### src/rtl/ttl_univ_shift.sv
// Multi-plane universal shift register with a single-entry holding buffer
// that can auto-reload the register as its last valid bit goes out.
module ttl_univ_shift #(
    parameter  int unsigned WIDTH  = 8,
    parameter  int unsigned PLANES = 4,
    localparam int unsigned CW     = $clog2(WIDTH + 1),
    localparam int unsigned TW     = PLANES * WIDTH
) (
    input  logic              clk_i,
    input  logic              reset_i,
    input  logic              ce_i,
    input  logic [1:0]        mode_i,
    input  logic [PLANES-1:0] dsr_i,
    input  logic [PLANES-1:0] dsl_i,
    input  logic [TW-1:0]     pin_i,
    input  logic              auto_i,
    input  logic              buf_wr_i,
    input  logic [TW-1:0]     buf_data_i,
    output logic              buf_full_o,
    output logic [TW-1:0]     q_o,
    output logic [PLANES-1:0] q_lsb_o,
    output logic [PLANES-1:0] q_msb_o,
    output logic [CW-1:0]     remain_o,
    output logic              underrun_o
);

    localparam logic [1:0] MODE_HOLD  = 2'b00;
    localparam logic [1:0] MODE_SHL   = 2'b01;
    localparam logic [1:0] MODE_SHR   = 2'b10;
    localparam logic [1:0] MODE_LOAD  = 2'b11;

    logic [TW-1:0] q_q, q_d;
    logic [TW-1:0] buf_q, buf_d;
    logic          full_q, full_d;
    logic [CW-1:0] remain_q, remain_d;
    logic          underrun_q, underrun_d;
    logic          shift_c;
    logic          reload_c;

    // Reload replaces the shift that would empty (or has emptied) the register.
    assign shift_c  = ce_i && ((mode_i == MODE_SHL) || (mode_i == MODE_SHR));
    assign reload_c = shift_c && auto_i && full_q && (remain_q <= CW'(1));

    always_comb begin
        q_d        = q_q;
        remain_d   = remain_q;
        underrun_d = 1'b0;
        buf_d      = buf_q;
        full_d     = full_q;

        if (ce_i) begin
            case (mode_i)
                MODE_LOAD: begin
                    q_d      = pin_i;
                    remain_d = CW'(WIDTH);
                end
                MODE_SHL, MODE_SHR: begin
                    if (reload_c) begin
                        q_d      = buf_q;
                        remain_d = CW'(WIDTH);
                    end else begin
                        for (int p = 0; p < int'(PLANES); p++) begin
                            if (mode_i == MODE_SHL) begin
                                q_d[p*WIDTH +: WIDTH] = {q_q[p*WIDTH +: WIDTH-1], dsr_i[p]};
                            end else begin
                                q_d[p*WIDTH +: WIDTH] = {dsl_i[p], q_q[p*WIDTH+1 +: WIDTH-1]};
                            end
                        end
                        if (remain_q != '0) begin
                            remain_d = remain_q - CW'(1);
                        end
                        underrun_d = (remain_q == CW'(1));
                    end
                end
                default: ;
            endcase
        end

        // Buffer write path is independent of ce.
        if (reload_c) begin
            if (buf_wr_i) begin
                buf_d = buf_data_i;
            end else begin
                full_d = 1'b0;
            end
        end else if (buf_wr_i && !full_q) begin
            buf_d  = buf_data_i;
            full_d = 1'b1;
        end
    end

    always_ff @(posedge clk_i) begin
        if (reset_i) begin
            q_q        <= '0;
            buf_q      <= '0;
            full_q     <= 1'b0;
            remain_q   <= '0;
            underrun_q <= 1'b0;
        end else begin
            q_q        <= q_d;
            buf_q      <= buf_d;
            full_q     <= full_d;
            remain_q   <= remain_d;
            underrun_q <= underrun_d;
        end
    end

    always_comb begin
        q_lsb_o = '0;
        q_msb_o = '0;
        for (int p = 0; p < int'(PLANES); p++) begin
            q_lsb_o[p] = q_q[p*WIDTH];
            q_msb_o[p] = q_q[p*WIDTH + WIDTH - 1];
        end
    end

    assign q_o        = q_q;
    assign remain_o   = remain_q;
    assign underrun_o = underrun_q;
    assign buf_full_o = full_q;

endmodule

### config.mk
export PLATFORM = sky130hd
export DESIGN_NAME = ttl_univ_shift
export DESIGN_NICKNAME = d
export VERILOG_FILES = /design/src/rtl/ttl_univ_shift.sv
export SDC_FILE = /design/constraint.sdc
export NUM_CORES = 1
export LEC_CHECK = 0
export CORE_MARGIN = 3
export CORE_UTILIZATION = 48
export CTS_BUF_LIST = sky130_fd_sc_hd__clkbuf_8
export DETAILED_ROUTE_END_ITERATION = 6
export PLACE_DENSITY = 0.83
export SETUP_SLACK_MARGIN = 0.15
export SLEW_MARGIN = 20
export SYNTH_ARGS = -nofsm -noshare
export SYNTH_HDL_FRONTEND = slang
export SYNTH_SLANG_ARGS = --single-unit
export TNS_END_PERCENT = 30
### constraint.sdc
create_clock -name clk_i -period 3 [get_ports clk_i]
set_clock_uncertainty 0.2 [all_clocks]
set_input_delay 0.6 -clock clk_i [delete_from_list [all_inputs] [get_ports clk_i]]
set_output_delay 0.6 -clock clk_i [all_outputs]
set_load 0.005 [all_outputs]
* Yosys cells after proc, flatten, opt, wreduce, memory -nomap -nowiden *
Cells that the tools add are included.

operators by class
  $add $sub $neg = 1
  multipliers = 0
  divide/modulo/power cells = 0
  order comparisons = 1
  eq/ne operators = 7
  shift-type cells = 0
  mux-type cells = 15
  bitwise gates (word level) = 2
  reductions and logical operators = 16

operators by type and width
  cell                                                                    count
  32-bit two-way mux                                                      4
  32-bit one-hot mux with 2 select lines                                  1
  8-bit two-way mux                                                       4
  4-bit two-way mux                                                       2
  4-bit one-hot mux with 2 select lines                                   1
  2-bit AND reduction                                                     3
  1-bit logical AND                                                       5
  2-bit == test (second input constant)                                   2
  4-bit by 1-bit == test with 1-bit output (second input constant)        1
  4-bit by 1-bit <= comparator with 1-bit output (second input constant)  1
  2-bit inequality test (second input constant)                           2
  2-bit nonzero test                                                      2
  4-bit nonzero test                                                      1
  4-bit OR reduction                                                      1
  4-bit by 1-bit subtractor with 4-bit output (second input constant)     1
  1-bit two-way mux                                                       3
  3-bit inequality test (second input constant)                           1
  3-bit AND reduction                                                     1
  2-bit by 1-bit == test with 1-bit output (second input constant)        1
  1-bit inverter                                                          2
  2-bit OR reduction                                                      1
  1-bit logical NOT                                                       1
  1-bit logical OR                                                        1

storage, ports and cells
  flip-flop bits (word level) = 70
  bits in latches = 0
  RAM bits = 0
  bits in read-only memories = 0
  word-level logic and storage cells = 47
  memories kept = 0

* Depth between registers and ports, before layout *
  depth after elaboration = 8
  depth in mapped cells = 8
  gate-level depth less buffers = 6

* Worst setup path after synthesis *
No wires, ideal clock.

  path type = in2reg
  start point = input port mode_i[1]
  end point = register buf_q[0]
  arrival time = 2.248 ns
  required time = 2.728 ns
  setup slack = 0.481 ns
  stages = 8
  buffers on the path = 2
  cell sequence = inv_1 ha_1 nand4_1 or3_1 buf_2 a21boi_4 buf_6 mux2i_1

between the ends
  cells in the longest elaborated chain, start to end = 8
  elaborated cells on any way between the ends = 11

ends and longest elaborated chain
  item                                                                              RTL line  text
  start: declaration                                                                12        input logic [1:0] mode_i,
  2-bit by 1-bit == test with 1-bit output / 2-bit == test (equally long branches)  41        assign shift_c = ce_i && ((mode_i == MODE_SHL) || (mode_i == MODE_SHR));
  1-bit logical OR *                                                                41
  1-bit logical AND *                                                               41
  1-bit logical AND * (3 in series)                                                 42        assign reload_c = shift_c && auto_i && full_q && (remain_q <= CW'(1));
  2-bit inequality test (no line) / 2-bit nonzero test (equally long branches)      --
  2-bit AND reduction (no line)                                                     --
  end signal: assignment                                                            101       buf_q <= buf_d;
  end: declaration                                                                  33        logic [TW-1:0] buf_q, buf_d;

Every way passes the cells marked *; elsewhere a longest branch is shown, timed or not.
A chain may end at the register's enable or synchronous reset.

* Worst setup path after layout *
  start point = input port mode_i[0]
  end point = register buf_q[15]

The elaborated chain is that of the path after synthesis.

==> metrics.md <==
| Metric | Value |
|---|---|
| Status | finished, final reports clean |
| Final min period | 2.68 ns |
| IO Port Bufs | 124 |
| Most used DFF post-synth | dfxtp_1 |
| Multi-input logic area | 2200 um2 |
| Max-cap viol count | 0 |
| Routed len/inst | 16.3 um |
| Crit path DAT | 2.74 ns |
| CTS-repair resized insts | 0 |
| Post-DRT Antenna Nets | 0 |
| GR Overflow Total | 0 |
| Largest net degree at the start of global routing | 44 |
| CTS buffer count | 9 |
| Share of post-route cells with drive strength above 1 | 0.121 |
| Die height | 95.5 um |
| First-pass DRT Iterations | 5 |
| Number of synthesized flops with an enable pin | 0 |
| R2R Path End | q_o[10]$_SDFFE_PP0P_ |
| Hold path depth | 2 |
| CP cell instances | clkdlybuf4s50_1, inv_1, ha_1, nand4_1, or3_1, a21boi_4, buf_12, mux2i_1 |
| Final std cells w/o fill | 655 |
| CP max-delay cell | clkdlybuf4s50_1 |
| Global routing's busiest layer | met2 |
| Synth top area share | 0.364 |
| DRC viols | 0 |
| Total number of H-tree levels | 3 |
| Sequential share of the synthesized area | 0.364 |
| Drt via density | 5.63 |
| Area growth syn-to-layout | 37.9% |
| Largest family of logic cells by synthesized area | simple AND/OR/NAND/NOR gates |
| Slowest stage delay, CP | 0.51 ns |
| Mapped Area | approximately 3800 um2 |
| Worst Setup End Kind | register |
| RePlAce Congestion | 0.840 |
| Synth Area in XOR/XNOR | 0 |
| Slew @ Worst Pin | 0.562 ns |
| Final setup vio count | 0 |
| Leakage | 1.93 nW |
| Worst hold slack | 0.276 ns |
| Critical Path Source Type | primary input |
| Hold Path Origin | buf_q[4]$_SDFFE_PP0P_ |
| Row count | 32 |
| Setup Fix Bufs, Post-CTS | 0 |
| Starting Density | 0.495 |
| Mapped Cells | 447 |
| Compound-Gate Fraction of Synth Area | 0.130 |
| Mean post-synth cell area | 8.61 um2 |
| Most frequent cells in the layout | clkdlybuf4s50_1, dfxtp_1, nand2b_1 |
| Synth top area cells | dfxtp_1, nand2b_1, mux2_2 |
| Clk root buf | clkbuf_8 |
| Clk sink count | 70 |
| M1 GR Usage | 0.302 |
| Final hold violations | 0 |
| Number of global-route vias before repair | about 3,600 |
| Largest area contributor in the netlist | dfxtp_1 |
| Post-Place Cells | between 600 and 700 |
| Fin crit share | 0.893 |
| Core area | about 7800 um2 |
| Syn. warnings | 0 |
| Post-layout nets | 634 |
| Cts hold-fix bufs | 0 |
| Initial DRC count | around 190 |
| R2R setup slack | 0.71 ns |
| Total number of vias | 3,690 |
| RSZ-0062 raised after global routing | false |
| Finished Core Util | 0.683 |
| IO Count | roughly 130 |
| M2 GR Usage | 0.388 |
| Slew HR | 0.625 |
| Syn_nets | 531 |
| Max-slew violations | 0 |
| Distinct cells, synth | 32 |
| CP Class | in2reg |
| Most common cell after layout, fill and taps aside | clkdlybuf4s50_1 |
| Worst VDD drop | roughly 0.23 mV |
| DPL Wire Length | 7400 um |
| Die Wd | ~96 um |
| Clock transition at path regs | 0.07 ns |
| Fmax | 373 MHz |
| Initial antenna violation count | 0 |
| Reg2reg path depth | 7 |
| Clock Latency Late Sink | approximately 0.34 ns |
| WL final | 10,700 um |
| Mux contribution to synthesized area | 0.177 |
| Post-synthesis async set-or-reset flop share | 0 |
| Ant. Diodes | 0 |
| Hold endpoint | buf_q[4]$_SDFFE_PP0P_ |
| Worst Hold Class | reg2reg |
| GR Util All Layers | 0.236 |
| FILL cells | 644 |
| Adder-Cell Fraction of Synth Area | 0.0163 |
| Worst Path Required | 3.07 ns |
| CTS tree | built |
| Pwr/cell area | 433 nW/um2 |
| First-pass GRT wire length | roughly 17,000 um |
| Met3 Usage GRT | 0.0316 |
| Max clock buf depth | 2 |
| Crit-path max FO | 32 |
| Die area | 9130 um2 |
| Synth Area in Simple Gates | 0.247 |
| Yosys reg bits | 70 |
| Register Area | around 1400 um2 |
| Worst r2r src | remain_o[0]$_SDFFE_PP0P_ |
kinds of logic (layout without fill, tap and decap cells):
group | count (synthesis) | count (layout)
fa+ha+maj | 5 | 5
flops | 70 | 70
buf+inv | 53 | 159
simple gates | 184 | 184
mux | 64 | 64
compound gates | 71 | 71
flip-flops by register name, indices dropped and copies added, names as in the netlist:
| name | cells |
|---|---|
| remain_o | 4 |
| buf_full_o | 1 |
| underrun_o | 1 |
| buf_q | 32 |
| q_o | 32 |
metrics by stage:
stage / setup WS (ns) / power [W] / cell area (um2) / setup TNS [ns]
after global placement: 0.0675 / 0.00164 / 5140 / 0
after floorplan: 0.481 / 0.00137 / 3850 / 0
after CTS: 0.340 / 0.00230 / 5310 / 0
after global routing: 0.204 / 0.00240 / 5310 / 0
after detailed placement: -0.00532 / 0.00165 / 5140 / -0.00532
final: 0.322 / 0.00230 / 5310 / 0
per-layer routing:
layer,routed length [um],share of wire,vias up
met5,0,0,-
met1,4410,0.41,1736
li1,-,-,1775
met2,5290,0.50,159
met4,284,0.027,0
met3,681,0.064,20
critical path: cells and delay by family:
kind / cells / cell delay (ns)
buf+inv: 3 / 0.82
compound gates: 1 / 0.19
simple gates: 2 / 0.58
mux: 1 / 0.23
fa+ha+maj: 1 / 0.29
power by group:
part | internal (W) | total (W) | switching [W] | leakage [nW]
sequential | 0.00100 | 0.00106 | 0.0000621 | 0.577
clock | 0.000310 | 0.000660 | 0.000349 | 0.0800
combinational | 0.000332 | 0.000573 | 0.000241 | 1.28
total | 0.00164 | 0.00230 | 0.000653 | 1.93
cell type report:
type,count,area share
clock buffers,10,0.0259
clock inverters,4,0.00472
inverters,5,0.00354
multi-input cells,324,0.415
flip-flops and latches,70,0.264
well taps,102,0.0241
repair buffers,140,0.263
synthesized netlist by cell type, types with 8 or more instances:
cell type and n:
nand2b_1 65, mux2_2 32, buf_1 9, buf_4 8, clkbuf_1 27, nand3_1 42, nand2_1 26, a21oi_1 33
dfxtp_1 70, a311oi_1 32, mux2i_1 32, nor2_1 36
worst max-delay path by stage:
stage               startpoint                       end  slack, ns
floorplan            mode_i[1]     buf_q[0]$_SDFFE_PP0P_       0.48
global placement     mode_i[0]    buf_q[13]$_SDFFE_PP0P_       0.07
detailed placement   mode_i[0]    buf_q[15]$_SDFFE_PP0P_     -0.005
CTS                  mode_i[0]    buf_q[16]$_SDFFE_PP0P_       0.34
global route         mode_i[0]  remain_o[3]$_SDFFE_PP0P_       0.20
finish               mode_i[0]    buf_q[15]$_SDFFE_PP0P_       0.32
Power figures use the tool's default switching activity.
